## src/rtl/ifu_fetch_issue_pkg.sv

```systemverilog
// Shared constants for the instruction fetch/issue path.
// The control unit imports the same opcode constants so both ends of the
// opcode path agree on encodings.
package ifu_pkg;

   localparam int INSTR_W = 16;
   localparam int OPC_W   = 7;
   localparam int REG_W   = 3;

   localparam logic [OPC_W-1:0] OPC_IADD = 7'b0100000;
   localparam logic [OPC_W-1:0] OPC_HLT  = 7'b1100001;

   // instruction word field positions
   localparam int OPC_MSB  = 15;
   localparam int OPC_LSB  = 9;
   localparam int RSRC_MSB = 8;
   localparam int RSRC_LSB = 6;
   localparam int RDST_MSB = 5;
   localparam int RDST_LSB = 3;

   typedef enum logic [1:0] {
      ST_FETCH,
      ST_IMM,
      ST_ISSUE,
      ST_HALT
   } ifu_state_e;

   function automatic logic [OPC_W-1:0] instr_opcode(input logic [INSTR_W-1:0] word);
      return word[OPC_MSB:OPC_LSB];
   endfunction

endpackage

```

## src/rtl/ifu_fetch_issue_if.sv

```systemverilog
// Instruction-memory request/ack bus and issue valid/ready bus of the fetch unit.
// master: the fetch/issue unit; slave: instruction memory plus control unit.
interface ifu_fetch_issue_if #(
   parameter int ADDR_W = 16
);
   import ifu_pkg::*;

   logic                imem_req;
   logic [ADDR_W-1:0]   imem_addr;
   logic                imem_ack;
   logic [INSTR_W-1:0]  imem_rdata;

   logic                iss_valid;
   logic                iss_ready;
   logic [OPC_W-1:0]    iss_opcode;
   logic [REG_W-1:0]    iss_rsrc;
   logic [REG_W-1:0]    iss_rdst;
   logic [INSTR_W-1:0]  iss_imm;
   logic [ADDR_W-1:0]   iss_pc;
   logic                halted;

   modport master (
      output imem_req, imem_addr,
      input  imem_ack, imem_rdata,
      output iss_valid,
      input  iss_ready,
      output iss_opcode, iss_rsrc, iss_rdst, iss_imm, iss_pc, halted
   );

   modport slave (
      input  imem_req, imem_addr,
      output imem_ack, imem_rdata,
      input  iss_valid,
      output iss_ready,
      input  iss_opcode, iss_rsrc, iss_rdst, iss_imm, iss_pc, halted
   );

endinterface

```

## src/rtl/ifu_pc_reg.sv

```systemverilog
// Program counter: holds the fetch address, increments with natural
// wrap at ADDR_W bits, and can be loaded with an absolute target.
module ifu_pc_reg #(
   parameter int                ADDR_W   = 16,
   parameter logic [ADDR_W-1:0] RESET_PC = '0
) (
   input  logic              clk,
   input  logic              reset,
   input  logic              inc_en,
   input  logic              load_en,
   input  logic [ADDR_W-1:0] load_pc,
   output logic [ADDR_W-1:0] pc
);

   logic [ADDR_W-1:0] pc_d;
   logic [ADDR_W-1:0] pc_q;

   // next PC: a load overrides any increment in the same cycle
   always_comb begin
      pc_d = pc_q;
      if (load_en) begin
         pc_d = load_pc;
      end else if (inc_en) begin
         pc_d = pc_q + ADDR_W'(1);
      end
   end

   // PC register
   always_ff @(posedge clk or negedge reset) begin
      if (!reset) begin
         pc_q <= RESET_PC;
      end else begin
         pc_q <= pc_d;
      end
   end

   assign pc = pc_q;

endmodule

```

## src/rtl/ifu_fetch_issue.sv

```systemverilog
// Instruction fetch and issue unit: fetches 16-bit words over req/ack,
// joins IADD with its immediate word and issues over valid/ready.
// Optional redirect input port pair enabled by macro IFU_REDIRECT_EN.
//
// state    | meaning
// ---------+-----------------------------------------------------------
// ST_FETCH | request word at pc; on ack latch fields, pc+1
// ST_IMM   | request IADD immediate at pc; on ack latch imm, pc+1
// ST_ISSUE | iss_valid high, fields frozen until iss_ready
// ST_HALT  | HLT issued; no more fetching until reset
module ifu_fetch_issue
   import ifu_pkg::*;
#(
   parameter int                ADDR_W   = 16,
   parameter logic [ADDR_W-1:0] RESET_PC = '0
) (
   input  logic              clk,
   input  logic              reset,
`ifdef IFU_REDIRECT_EN
   input  logic              redir_valid,
   input  logic [ADDR_W-1:0] redir_pc,
`endif
   ifu_fetch_issue_if.master bus
);

   ifu_state_e          state_q, state_d;
   logic                imem_req_q, imem_req_d;
   logic                iss_valid_q, iss_valid_d;
   logic                halted_q, halted_d;
   logic [OPC_W-1:0]    opcode_q, opcode_d;
   logic [REG_W-1:0]    rsrc_q, rsrc_d;
   logic [REG_W-1:0]    rdst_q, rdst_d;
   logic [INSTR_W-1:0]  imm_q, imm_d;
   logic [ADDR_W-1:0]   iss_pc_q, iss_pc_d;

   logic                pc_inc;
   logic                pc_load;
   logic [ADDR_W-1:0]   pc_load_val;
   logic [ADDR_W-1:0]   pc;
   logic                redir;
   logic                ack_ok;

`ifdef IFU_REDIRECT_EN
   assign redir       = redir_valid && (state_q != ST_HALT);
   assign pc_load_val = redir_pc;
`else
   assign redir       = 1'b0;
   assign pc_load_val = '0;
`endif

   // an ack only counts against an outstanding request
   assign ack_ok  = bus.imem_ack && imem_req_q;
   assign pc_load = redir;

   ifu_pc_reg #(
      .ADDR_W   (ADDR_W),
      .RESET_PC (RESET_PC)
   ) u_pc_reg (
      .clk     (clk),
      .reset   (reset),
      .inc_en  (pc_inc),
      .load_en (pc_load),
      .load_pc (pc_load_val),
      .pc      (pc)
   );

   // next state, latched fields and registered handshake outputs
   always_comb begin
      state_d  = state_q;
      opcode_d = opcode_q;
      rsrc_d   = rsrc_q;
      rdst_d   = rdst_q;
      imm_d    = imm_q;
      iss_pc_d = iss_pc_q;
      pc_inc   = 1'b0;

      if (redir) begin
         // redirect abandons any fetch in flight, including a same-cycle ack
         state_d = ST_FETCH;
      end else begin
         case (state_q)
            ST_FETCH: begin
               if (ack_ok) begin
                  opcode_d = instr_opcode(bus.imem_rdata);
                  rsrc_d   = bus.imem_rdata[RSRC_MSB:RSRC_LSB];
                  rdst_d   = bus.imem_rdata[RDST_MSB:RDST_LSB];
                  imm_d    = '0;
                  iss_pc_d = pc;
                  pc_inc   = 1'b1;
                  state_d  = (instr_opcode(bus.imem_rdata) == OPC_IADD) ? ST_IMM : ST_ISSUE;
               end
            end
            ST_IMM: begin
               if (ack_ok) begin
                  imm_d   = bus.imem_rdata;
                  pc_inc  = 1'b1;
                  state_d = ST_ISSUE;
               end
            end
            ST_ISSUE: begin
               if (bus.iss_ready) begin
                  state_d = (opcode_q == OPC_HLT) ? ST_HALT : ST_FETCH;
               end
            end
            default: begin
               state_d = ST_HALT;
            end
         endcase
      end

      imem_req_d  = (state_d == ST_FETCH) || (state_d == ST_IMM);
      iss_valid_d = (state_d == ST_ISSUE);
      halted_d    = (state_d == ST_HALT);
   end

   // FSM and output registers
   always_ff @(posedge clk or negedge reset) begin
      if (!reset) begin
         state_q     <= ST_FETCH;
         imem_req_q  <= 1'b0;
         iss_valid_q <= 1'b0;
         halted_q    <= 1'b0;
         opcode_q    <= '0;
         rsrc_q      <= '0;
         rdst_q      <= '0;
         imm_q       <= '0;
         iss_pc_q    <= RESET_PC;
      end else begin
         state_q     <= state_d;
         imem_req_q  <= imem_req_d;
         iss_valid_q <= iss_valid_d;
         halted_q    <= halted_d;
         opcode_q    <= opcode_d;
         rsrc_q      <= rsrc_d;
         rdst_q      <= rdst_d;
         imm_q       <= imm_d;
         iss_pc_q    <= iss_pc_d;
      end
   end

   assign bus.imem_req   = imem_req_q;
   assign bus.imem_addr  = pc;
   assign bus.iss_valid  = iss_valid_q;
   assign bus.iss_opcode = opcode_q;
   assign bus.iss_rsrc   = rsrc_q;
   assign bus.iss_rdst   = rdst_q;
   assign bus.iss_imm    = imm_q;
   assign bus.iss_pc     = iss_pc_q;
   assign bus.halted     = halted_q;

endmodule

```

## src/flat_wrapper.sv

```systemverilog
// flat-port wrapper written by rule: the top's interface ports become plain ports
module ifu_fetch_issue_flat import ifu_pkg::*;
#(
   parameter int                ADDR_W   = 16,
   parameter logic [ADDR_W-1:0] RESET_PC = '0
)
  (clk, reset, bus_imem_req, bus_imem_addr, bus_imem_ack, bus_imem_rdata, bus_iss_valid, bus_iss_ready, bus_iss_opcode, bus_iss_rsrc, bus_iss_rdst, bus_iss_imm, bus_iss_pc, bus_halted);
  ifu_fetch_issue_if #(.ADDR_W(ADDR_W)) bus_i ();
  input  logic clk;
  input  logic reset;
  output wire logic [$bits(bus_i.imem_req)-1:0] bus_imem_req;
  output wire logic [$bits(bus_i.imem_addr)-1:0] bus_imem_addr;
  input wire logic [$bits(bus_i.imem_ack)-1:0] bus_imem_ack;
  input wire logic [$bits(bus_i.imem_rdata)-1:0] bus_imem_rdata;
  output wire logic [$bits(bus_i.iss_valid)-1:0] bus_iss_valid;
  input wire logic [$bits(bus_i.iss_ready)-1:0] bus_iss_ready;
  output wire logic [$bits(bus_i.iss_opcode)-1:0] bus_iss_opcode;
  output wire logic [$bits(bus_i.iss_rsrc)-1:0] bus_iss_rsrc;
  output wire logic [$bits(bus_i.iss_rdst)-1:0] bus_iss_rdst;
  output wire logic [$bits(bus_i.iss_imm)-1:0] bus_iss_imm;
  output wire logic [$bits(bus_i.iss_pc)-1:0] bus_iss_pc;
  output wire logic [$bits(bus_i.halted)-1:0] bus_halted;
  assign bus_imem_req = bus_i.imem_req;
  assign bus_imem_addr = bus_i.imem_addr;
  assign bus_i.imem_ack = bus_imem_ack;
  assign bus_i.imem_rdata = bus_imem_rdata;
  assign bus_iss_valid = bus_i.iss_valid;
  assign bus_i.iss_ready = bus_iss_ready;
  assign bus_iss_opcode = bus_i.iss_opcode;
  assign bus_iss_rsrc = bus_i.iss_rsrc;
  assign bus_iss_rdst = bus_i.iss_rdst;
  assign bus_iss_imm = bus_i.iss_imm;
  assign bus_iss_pc = bus_i.iss_pc;
  assign bus_halted = bus_i.halted;
  ifu_fetch_issue #(.ADDR_W(ADDR_W), .RESET_PC(RESET_PC)) u_core (.clk(clk), .reset(reset), .bus(bus_i));
endmodule
```

## config.mk

```make
export PLATFORM = sky130hd
export DESIGN_NAME = ifu_fetch_issue_flat
export DESIGN_NICKNAME = d
export VERILOG_FILES = /design/src/rtl/ifu_fetch_issue_pkg.sv /design/src/rtl/ifu_fetch_issue_if.sv /design/src/rtl/ifu_pc_reg.sv /design/src/rtl/ifu_fetch_issue.sv /design/src/flat_wrapper.sv
export SDC_FILE = /design/constraint.sdc
export NUM_CORES = 1
export LEC_CHECK = 0
export BUFFER_PORTS_ARGS = -buffer_cell sky130_fd_sc_hd__buf_2
export CAP_MARGIN = 20
export CORE_MARGIN = 2
export CORE_UTILIZATION = 44
export DETAILED_ROUTE_END_ITERATION = 10
export GPL_TIMING_DRIVEN = 0
export PLACE_DENSITY = 0.66
export SLEW_MARGIN = 25
export SYNTH_ARGS = -nofsm -noshare
export SYNTH_HDL_FRONTEND = slang
export SYNTH_SLANG_ARGS = --single-unit
```

## constraint.sdc

```tcl
create_clock -name clk -period 4.3 [get_ports clk]
set_clock_uncertainty 0.15 [all_clocks]
set_input_delay 1.29 -clock clk [delete_from_list [all_inputs] [get_ports clk]]
set_output_delay 1.29 -clock clk [all_outputs]
set_load 0.01 [all_outputs]
```

==> results of run 1 <==
layout by cell type (no fill, tap or decap), drive strengths merged, types with 3 or more instances in the layout:
cell / n
dfrtp: 66
xor2: 9
nand3: 21
xnor2: 6
nor2: 7
nand2: 45
nand4: 3
nor4: 3
buf: 89
mux2: 29
clkbuf: 17
tightest hold or removal path: stages, from the launching register on:
cell     delay (ns)
dfrtp_1        0.34
nand2_1        0.05
nand2_1        0.05
area by class of cell:
| type | count | area [sq um] |
|---|---|---|
| Clock buffer | 13 | 159 |
| Timing Repair Buffer | 84 | 438 |
| Multi-Input combinational cell | 142 | 963 |
| Tap cell | 75 | 93.8 |
| Inverter | 2 | 7.51 |
| Buffer | 9 | 45.0 |
| Sequential cell | 66 | 1650 |
| Fill cell | 515 | 2530 |
power breakdown:
part	switching, uW	internal [uW]
registers	124	787
clock network	208	232
logic	335	293
layer usage:
metal	global-route usage	wire, um	part of all wire
met1	0.229	2500	0.43
met2	0.287	2700	0.47
met3	0.0780	509	0.088
met4	0.0717	53	0.0092
met5	0	0	0
flip-flops by register name, indices dropped and copies added, names as in the netlist:
name                   count
u_core.bus.iss_rdst        3
u_core.bus.iss_imm        16
u_core.bus.iss_rsrc        3
u_core.bus.iss_pc         16
u_core.bus.halted          1
u_core.bus.iss_valid       1
u_core.state_q             2
u_core.bus.imem_req        1
u_core.u_pc_reg.pc        16
u_core.bus.iss_opcode      7
logic make-up (layout without fill, tap and decap cells):
family	Yosys count	count (layout)	share of synthesized area
AOI/OAI and AO/OA	6	6	0.0150
xor gates and xnor gates	15	15	0.0493
adders and majority gates	1	1	0.00469
buffers and inverters	11	108	0.0197
DFF	66	66	0.619
muxes	29	29	0.122
and+or+nand+nor	91	91	0.170
final timing paths:
path	slack, ns	startpoint	end	cells after the start
max reg2reg	2.45	u_core.state_q[1]$_DFF_PN0_	u_core.bus.iss_rsrc[1]$_DFFE_PN0P_	5
max in group asynchronous	2.76	reset	u_core.bus.iss_imm[13]$_DFFE_PN0P_	2
min in group asynchronous	0.73	reset	u_core.u_pc_reg.pc[7]$_DFFE_PN0P_	1
min	0.31	u_core.bus.iss_imm[9]$_DFFE_PN0P_	u_core.bus.iss_imm[9]$_DFFE_PN0P_	2
max	1.87	u_core.u_pc_reg.pc[4]$_DFFE_PN0P_	bus_imem_addr[4]	1
min reg2reg	0.31	u_core.bus.iss_imm[9]$_DFFE_PN0P_	u_core.bus.iss_imm[9]$_DFFE_PN0P_	2
through the flow:
| stage | instance area, sq um | power (uW) | setup WS [ns] |
|---|---|---|---|
| 5_1_grt | 3360 | 2110 | 1.80 |
| 3_3_place_gp | 3180 | 1540 | 1.48 |
| 6_report | 3360 | 1980 | 1.87 |
| 4_1_cts | 3360 | 2000 | 1.85 |
| 3_5_place_dp | 3200 | 1560 | 1.55 |
| 2_1_floorplan | 2670 | 1280 | 1.81 |
==> run_results.csv, run 1 <==
group,metric,value,unit
logic_synthesis,synthesis.nets,240,
logic_synthesis,synthCells,219,
power_and_ir_drop,p_per_area,589,nW/um^2
placement,dp_cells,378,
cts,post-cts-setup-buffers,0,
setup_path,cpMaxStageDelayCell,"dfrtp_1",
global_routing,grt_pass1_wl,9.17,mm
timing,setup_viol,0,
finish,drive_gt1_frac,0.421,
cts,cts_tree,"yes",
setup_path,slowest_delay,0.48,ns
setup_path,arrival,0.99,ns
logic_synthesis,ys_top_cells_by_area,"dfrtp_1, mux2_2, nand2_1, nand3_1, xor2_1",
cts,holdBufCountCts,0,
setup_path,critPathTopFamily,"flip-flops",
logic_synthesis,synth_seq_cells,66,
setup_path,crit_path_max_fanout,8,
cts,clkLatencyLatePin,0.33,ns
floorplan,die_w,81.9,um
timing,worst_pin_slew,0.535,ns
placement,io_buffer_count,83,
cts,root_buffer,"clkbuf_8",
floorplan,die_height,81.9,um
finish,antenna_cells,0,
global_routing,grt_max_degree,40,
route,vias_per_cell,5.02,
worst_hold_path,hp-class,"flip-flop to flip-flop",
route,ant_nets,0,
logic_synthesis,synth_top_area_cell,"dfrtp_1",
cts,ctsResizeCount,0,
logic_synthesis,ys_async_sr_fraction,1.00,
setup_path,critPathLaunchType,"flip-flop",
global_routing,antenna_found_initial,0,
global_routing,grt.total_usage,0.185,
floorplan,pin_count,84,
logic_synthesis,synthFlopType,"dfrtp_1",
cts,clk_pin_slew,0.06,ns
floorplan,initial_utilization,0.453,
route,drtIter0Drc,45,
timing,clock.fmax,0.411,GHz
logic_synthesis,yosysMostFrequentCell,"dfrtp_1",
run_status,run_status,"finished, final reports clean",
route,finalWirelength,5.76,mm
logic_synthesis,syn_area,2670,sq um
logic_synthesis,yosys_warnings,0,
timing,tns,0,ns
cts,clk_path_buf_depth,2,
floorplan,coreArea,5890,sq um
route,first_pass_iters,4,
route,vias,1964,
job,cap_violations,0,
setup_path,crit_buf_inv,1,
placement,gp_congestion,0.763,
global_routing,grt_overflow,0,
finish,utilization,0.571,
cts,h-tree-depth,3,
logic_synthesis,synth_cell_type_count,31,
setup_path,worstPathCellList,"buf_2",
timing,slew_violations,0,
timing,min_period,2.43,ns
cts,cts_sinks,66,
setup_path,cp-end-kind,"output port",
floorplan,num_rows,28,
logic_synthesis,synth.top_cell.area_share,0.619,
placement,post-dp-hpwl,4.14,mm
finish,areaGrowthSynthToFinish,25.9,%
timing,rsz0062_at_grt,"no",
setup_path,crit_required,2.86,ns
power_and_ir_drop,leakagePower,0.00184,uW
floorplan,dieArea,6700,sq um
logic_synthesis,yosysSeqAreaShare,0.619,
timing,fin_hold_ws,0.309,ns
timing,hold_viol,0,
logic_synthesis,synth_edf_count,0,
timing,relSlewSlack,0.643,
global_routing,grt_pass1_vias,1907,
route,post-route-drc-count,0,
finish,nNetsFinal,335,
power_and_ir_drop,ir_drop,347,uV
route,routedWlPerCell,14.7,um
logic_synthesis,synth_common_cells,"dfrtp_1, nand2_1, mux2_2, nand3_1, xor2_1",
setup_path,crit_type,"flip-flop to output port",
timing,period_share,0.566,
cts,cts_buffers,9,
finish,layout.cells.non_filler,391,
logic_synthesis,syn_avg_cell_area,12.2,sq um
Note: power is estimated with default switching activity, not from simulation.
==> run 2, diff against run 1 <==
ABC_AREA = 1   (was unset)
PLACE_DENSITY = 0.68   (was 0.66)
clock period = 2.1 ns   (was 4.3 ns; I/O delays follow)
==> run 2 against run 1 <==
Net effect:
- critical path depth unchanged
- via count rose by 18%
- worst setup slack got worse by 1.5 ns
- register-to-register slack lost 1.9 ns
- wire length grew 12%
- flip-flop and latch count stayed put
- worst hold slack improved by 0.014 ns
- synthesized area up 6.3%
- core utilization is 0.19 points lower
- sequential share of layout area shrank 2.9 points
- synthesized cell count increased by 39%
- critical endpoint is now bus_imem_addr[3]
==> run_results.csv, run 2 <==
group,metric,value,unit
run_status,run_status,"finished, final reports clean",
power_and_ir_drop,ir_drop,574,uV
route,ant_nets,0,
finish,final_common_cell,"nand2_1",
logic_synthesis,synthFlopType,"dfrtp_1",
setup_path,reg2reg_slack,0.51,ns
setup_path,critPathTopFamily,"flip-flops",
worst_hold_path,hp-class,"flip-flop to flip-flop",
setup_path,crit_path_max_fanout,6,
placement,dp_cells,466,
worst_hold_path,min_from,"u_core.bus.iss_pc[5]$_DFFE_PN0P_",
floorplan,initial_utilization,0.452,
global_routing,grt_overflow,0,
logic_synthesis,synthCells,305,
logic_synthesis,syn_area,2840,sq um
placement,post-dp-hpwl,4.66,mm
placement,gp_congestion,0.828,
timing,setup_viol,0,
timing,min_period,1.74,ns
finish,utilization,0.569,
global_routing,grt_pass1_vias,2257,
logic_synthesis,synth_cell_type_count,25,
global_routing,antenna_found_initial,0,
setup_path,crit_buf_inv,1,
cts,cts_buffers,9,
logic_synthesis,yosysSeqAreaShare,0.583,
finish,drive_gt1_frac,0.315,
setup_path,cp-end-kind,"output port",
finish,nNetsFinal,422,
finish,fillers,592,
floorplan,num_rows,29,
setup_path,crit_type,"flip-flop to output port",
timing,rsz0062_at_grt,"no",
route,vias,2323,
route,finalWirelength,6.45,mm
setup_path,startpoint,"u_core.u_pc_reg.pc[3]$_DFFE_PN0P_",
logic_synthesis,ys_async_sr_fraction,1.00,
floorplan,die_w,84.3,um
floorplan,die_height,84.3,um
logic_synthesis,synth_seq_cells,66,
cts,cts_sinks,66,
timing,worst_pin_slew,0.263,ns
power_and_ir_drop,p_per_area,1100,nW/um^2
route,post-route-drc-count,0,
timing,relSlewSlack,0.823,
timing,clock.fmax,0.574,GHz
setup_path,slowest_delay,0.45,ns
route,first_pass_iters,4,
floorplan,pin_count,84,
finish,final_cell_mix,"nand2_1, buf_2, dfrtp_1, inv_1, nand3_1",
floorplan,dieArea,7100,sq um
setup_path,arrival,0.96,ns
logic_synthesis,synth.top_cell.area_share,0.583,
route,routedWlPerCell,13.4,um
finish,layout.cells.non_filler,483,
cts,clkLatencyLatePin,0.34,ns
logic_synthesis,yosysMostFrequentCell,"nand2_1",
logic_synthesis,yosys_warnings,0,
timing,slew_violations,0,
global_routing,grt_pass1_wl,11.0,mm
logic_synthesis,synth_edf_count,0,
global_routing,grt_max_degree,55,
timing,hold_viol,0,
finish,antenna_cells,0,
cts,clk_pin_slew,0.07,ns
finish,areaGrowthSynthToFinish,25.9,%
logic_synthesis,synth_top_area_cell,"dfrtp_1",
route,vias_per_cell,4.81,
timing,period_share,0.830,
cts,h-tree-depth,3,
setup_path,cpMaxStageDelayCell,"dfrtp_1",
setup_path,r2r_start,"u_core.u_pc_reg.pc[1]$_DFFE_PN0P_",
logic_synthesis,syn_avg_cell_area,9.30,sq um
logic_synthesis,synthesis.nets,326,
timing,fin_hold_ws,0.323,ns
cts,ctsResizeCount,0,
placement,io_buffer_count,83,
cts,root_buffer,"clkbuf_8",
setup_path,crit_required,1.32,ns
floorplan,coreArea,6280,sq um
logic_synthesis,synth_common_cells,"nand2_1, dfrtp_1, inv_1, nand3_1, nor2_1",
cts,clk_path_buf_depth,2,
setup_path,worstPathCellList,"buf_2",
logic_synthesis,ys_top_cells_by_area,"dfrtp_1, nand2_1, inv_1, o21ai_2, nand3_1",
global_routing,grt.total_usage,0.198,
cts,cts_tree,"yes",
job,cap_violations,0,
route,drtIter0Drc,104,
setup_path,critPathLaunchType,"flip-flop",
power_and_ir_drop,leakagePower,0.00203,uW
-- run 2: cell count changes after synthesis, moves of 4 or more --
cell,change
o21ai_1,+13
o21ai_2,+9
inv_1,+34
nor2_1,+7
nor2_4,+4
buf_4,+5
clkbuf_1,-4
nand2_1,+57
o21ai_0,+11
nand3_1,-6
mux2_2,-29
-- run 2: cell type report --
type / instances / area, sq um / area share
sequential: 66 / 1650 / 0.463
multi-input combinational: 192 / 968 / 0.271
timing repair buffer: 85 / 455 / 0.128
buffer: 9 / 70.1 / 0.0196
clock inverter: 2 / 10.0 / 0.00280
clock buffer: 14 / 173 / 0.0484
tap: 77 / 96.3 / 0.0270
inverter: 38 / 145 / 0.0407
-- run 2: metal layers --
layer	wire [um]	track usage	vias to the layer above
met5	0	0	-
met4	64	0.0953	0
met3	424	0.0413	7
met2	2990	0.300	70
met1	2970	0.272	1114
li1	-	-	1132
-- run 2: where the power goes --
part	switching, uW	leakage (uW)	total [uW]	internal (uW)
registers	222	0.000865	1770	1550
clock network	456	0.0000965	979	523
logic	726	0.00107	1190	460
-- run 2: worst paths after layout --
check | to | cells after the start
min | u_core.bus.iss_pc[5]$_DFFE_PN0P_ | 2
max in group asynchronous | u_core.u_pc_reg.pc[10]$_DFFE_PN0P_ | 3
max reg2reg | u_core.u_pc_reg.pc[14]$_DFFE_PN0P_ | 8
max | bus_imem_addr[3] | 1
min reg2reg | u_core.bus.iss_pc[5]$_DFFE_PN0P_ | 2
min in group asynchronous | u_core.bus.iss_imm[11]$_DFFE_PN0P_ | 2
-- run 2: cell families after synthesis --
| logic type | Yosys count | synth area share |
|---|---|---|
| simple gates | 145 | 0.231 |
| flops | 66 | 0.583 |
| buf+inv | 47 | 0.0759 |
| compound gates | 36 | 0.0755 |
| xor+xnor | 10 | 0.0309 |
| fa+ha+maj | 1 | 0.00441 |
-- run 2: repair_timing --
action	in CTS	in global routing
endpoints found under the hold margin	12	0
buffers inserted	0	0
hold buffers	1	0
-- run 2: stage by stage --
step / cell area (sq um) / setup slack (ns) / setup TNS, ns / total power [uW]
after floorplan: 2840 / 0.591 / 0 / 2470
after global placement: 3350 / -0.0283 / -1.67 / 2960
after detailed placement: 3380 / 0.278 / 0 / 3000
after CTS: 3570 / 0.333 / 0 / 3990
after global routing: 3570 / 0.291 / 0 / 4220
final: 3570 / 0.357 / 0 / 3940
==> run 3, diff against run 2 <==
clock period = 1.4 ns   (was 2.1 ns; I/O delays follow)
==> run 3 against run 2 <==
Net effect:
- the run now ends with setup timing left
- via count rose by 14%
- critical path depth rose by 6
- non-clock buffer count rose by 63
- largest power group is now combinational logic
- combinational power rose to 2.6 times the previous value
- critical endpoint is now u_core.u_pc_reg.pc[6]$_DFFE_PN0P_
==> run_results.csv, run 3 (synthesized netlist as in run 2, its figures left out) <==
group,metric,value,unit
route,drtIter0Drc,130,
run_status,run_status,"finished, violations left",
route,first_pass_iters,4,
global_routing,grt_pass1_vias,2510,
setup_path,crit_path_max_fanout,5,
route,drt-met1-wl,3.40,mm
setup_path,crit_type,"flip-flop to flip-flop",
timing,layout_setup_ws,-0.134,ns
run_status,violations,"setup timing",
route,vias,2641,
worst_hold_path,min_from,"bus_imem_rdata[11]",
power_and_ir_drop,p_per_area,1690,nW/um^2
finish,final_cell_mix,"nand2_1, buf_2, dfrtp_1, buf_4, inv_1",
route,wl_met2,4.01,mm
timing,slew_violations,0,
setup_path,startpoint,"u_core.u_pc_reg.pc[1]$_DFFE_PN0P_",
worst_hold_path,hold_depth,3,
route,post-route-drc-count,0,
finish,drive_gt1_frac,0.488,
finish,areaGrowthSynthToFinish,56.3,%
floorplan,coreArea,6280,sq um
setup_path,cp-end-kind,"flip-flop",
timing,worst_pin_slew,0.271,ns
power_and_ir_drop,ir_drop,1060,uV
timing,setup_viol,102,
route,top_layer,"met4",
power_and_ir_drop,leakagePower,0.00248,uW
floorplan,dieArea,7100,sq um
finish,regArea,1660,sq um
global_routing,grt_pass1_wl,12.2,mm
route,routedWlPerCell,14.7,um
cts,root_buffer,"clkbuf_8",
route,vias_per_cell,4.84,
placement,dp_slack,-0.189,ns
job,cap_violations,0,
timing,min_period,1.53,ns
setup_path,reg2reg_slack,-0.13,ns
global_routing,grt.total_usage,0.215,
route,wl_met3,462,um
route,finalWirelength,8.01,mm
timing,relSlewSlack,0.818,
timing,hold_viol,0,
finish,fillers,483,
placement,dp_cells,466,
finish,multi_input_area,1110,sq um
finish,final_area,4430,sq um
worst_hold_path,hp-class,"primary input to flip-flop",
setup_path,r2r_end,"u_core.u_pc_reg.pc[6]$_DFFE_PN0P_",
placement,gp_congestion,0.796,
floorplan,die_height,84.3,um
global_routing,antenna_found_initial,0,
finish,antenna_cells,0,
floorplan,pin_count,84,
finish,layout.cells.non_filler,546,
cts,clkLatencyLatePin,0.33,ns
placement,place_area,3380,sq um
floorplan,initial_utilization,0.452,
global_routing,grt_overflow,0,
setup_path,crit_required,1.46,ns
floorplan,die_w,84.3,um
timing,clock.fmax,0.652,GHz
timing,rsz0062_at_grt,"yes",
timing,period_share,1.10,
cts,cts_sinks,66,
cts,clk_path_buf_depth,2,
cts,clk_pin_slew,0.07,ns
finish,nNetsFinal,486,
global_routing,grt_max_degree,51,
placement,io_buffer_count,83,
cts,cts_buffers,9,
setup_path,rr_worst_depth,7,
cts,h-tree-depth,3,
setup_path,r2r_start,"u_core.u_pc_reg.pc[1]$_DFFE_PN0P_",
placement,post-dp-hpwl,4.82,mm
worst_hold_path,hold_path_end,"u_core.bus.iss_opcode[2]$_DFFE_PN0P_",
finish,final_common_cell,"nand2_1",
setup_path,critPathLaunchType,"flip-flop",
floorplan,num_rows,29,
cts,cts_tree,"yes",
route,ant_nets,0,
setup_path,arrival,1.60,ns
==> run 3: cell count changes in the layout (fill, tap and decap cells not counted), sizes merged <==
cell	previous run	this run
buf	93	152
clkbuf	14	18
clkinv	2	0
bufinv	0	1
inv	38	39
==> run 3: area by class of cell <==
cell class                      instances  area share
Tap cell                               77      0.0217
Multi-Input combinational cell        192       0.250
Clock inverter                          1     0.00678
Timing Repair Buffer                  148       0.243
Inverter                               38      0.0339
Buffer                                  9      0.0257
Clock buffer                           14      0.0435
Timing Repair inverter                  1     0.00198
Sequential cell                        66       0.374
==> run 3: how the worst max path moves through the flow <==
stage / end / slack, ns / cells past startpoint
after floorplan: u_core.u_pc_reg.pc[14]$_DFFE_PN0P_ / -0.04 / 8
after CTS: bus_imem_req / -0.12 / 1
after global placement: u_core.bus.iss_pc[8]$_DFFE_PN0P_ / -0.52 / 1
final: u_core.u_pc_reg.pc[6]$_DFFE_PN0P_ / -0.13 / 7
after detailed placement: u_core.bus.halted$_DFF_PN0_ / -0.19 / 9
after global routing: u_core.u_pc_reg.pc[14]$_DFFE_PN0P_ / -0.24 / 8
==> run 3: critical path, stage by stage (launching register included) <==
cell	delay, ns
dfrtp_1	0.42
ha_2	0.23
nand3_2	0.09
nor2_4	0.14
buf_4	0.13
buf_6	0.08
nand3_2	0.05
xor2_1	0.14
==> run 3: where the power goes <==
part	total (uW)	internal, uW	switching, uW
logic	3090	1520	1580
clock network	1740	1060	686
registers	2640	2330	309
==> run 3: stage by stage <==
stage	utilization	power [uW]	TNS [ns]	hold WS, ns
final	0.706	7480	-2.94	0.169
after global routing	0.706	7850	-8.29	0.169
after CTS	0.635	6800	-3.10	0.155
after detailed placement	0.539	4520	-6.78	0.160
after global placement	0.534	4450	-39.98	0.302
after floorplan	-	3720	-0.0806	-0.0256
==> run 3: routing by layer <==
| metal | GRT usage | vias to the layer above |
|---|---|---|
| met3 | 0.0442 | 13 |
| met4 | 0.0645 | 0 |
| li1 | - | 1268 |
| met5 | 0 | - |
| met2 | 0.358 | 87 |
| met1 | 0.286 | 1273 |
==> run 3: repair_timing <==
item,CTS,global route
cloned,2,3
gates resized for setup,24,59
hold endpoints to repair,16,0
setup endpoints to repair,116,124
setup buffers,36,23
pin swaps,6,13
hold buffers,1,0
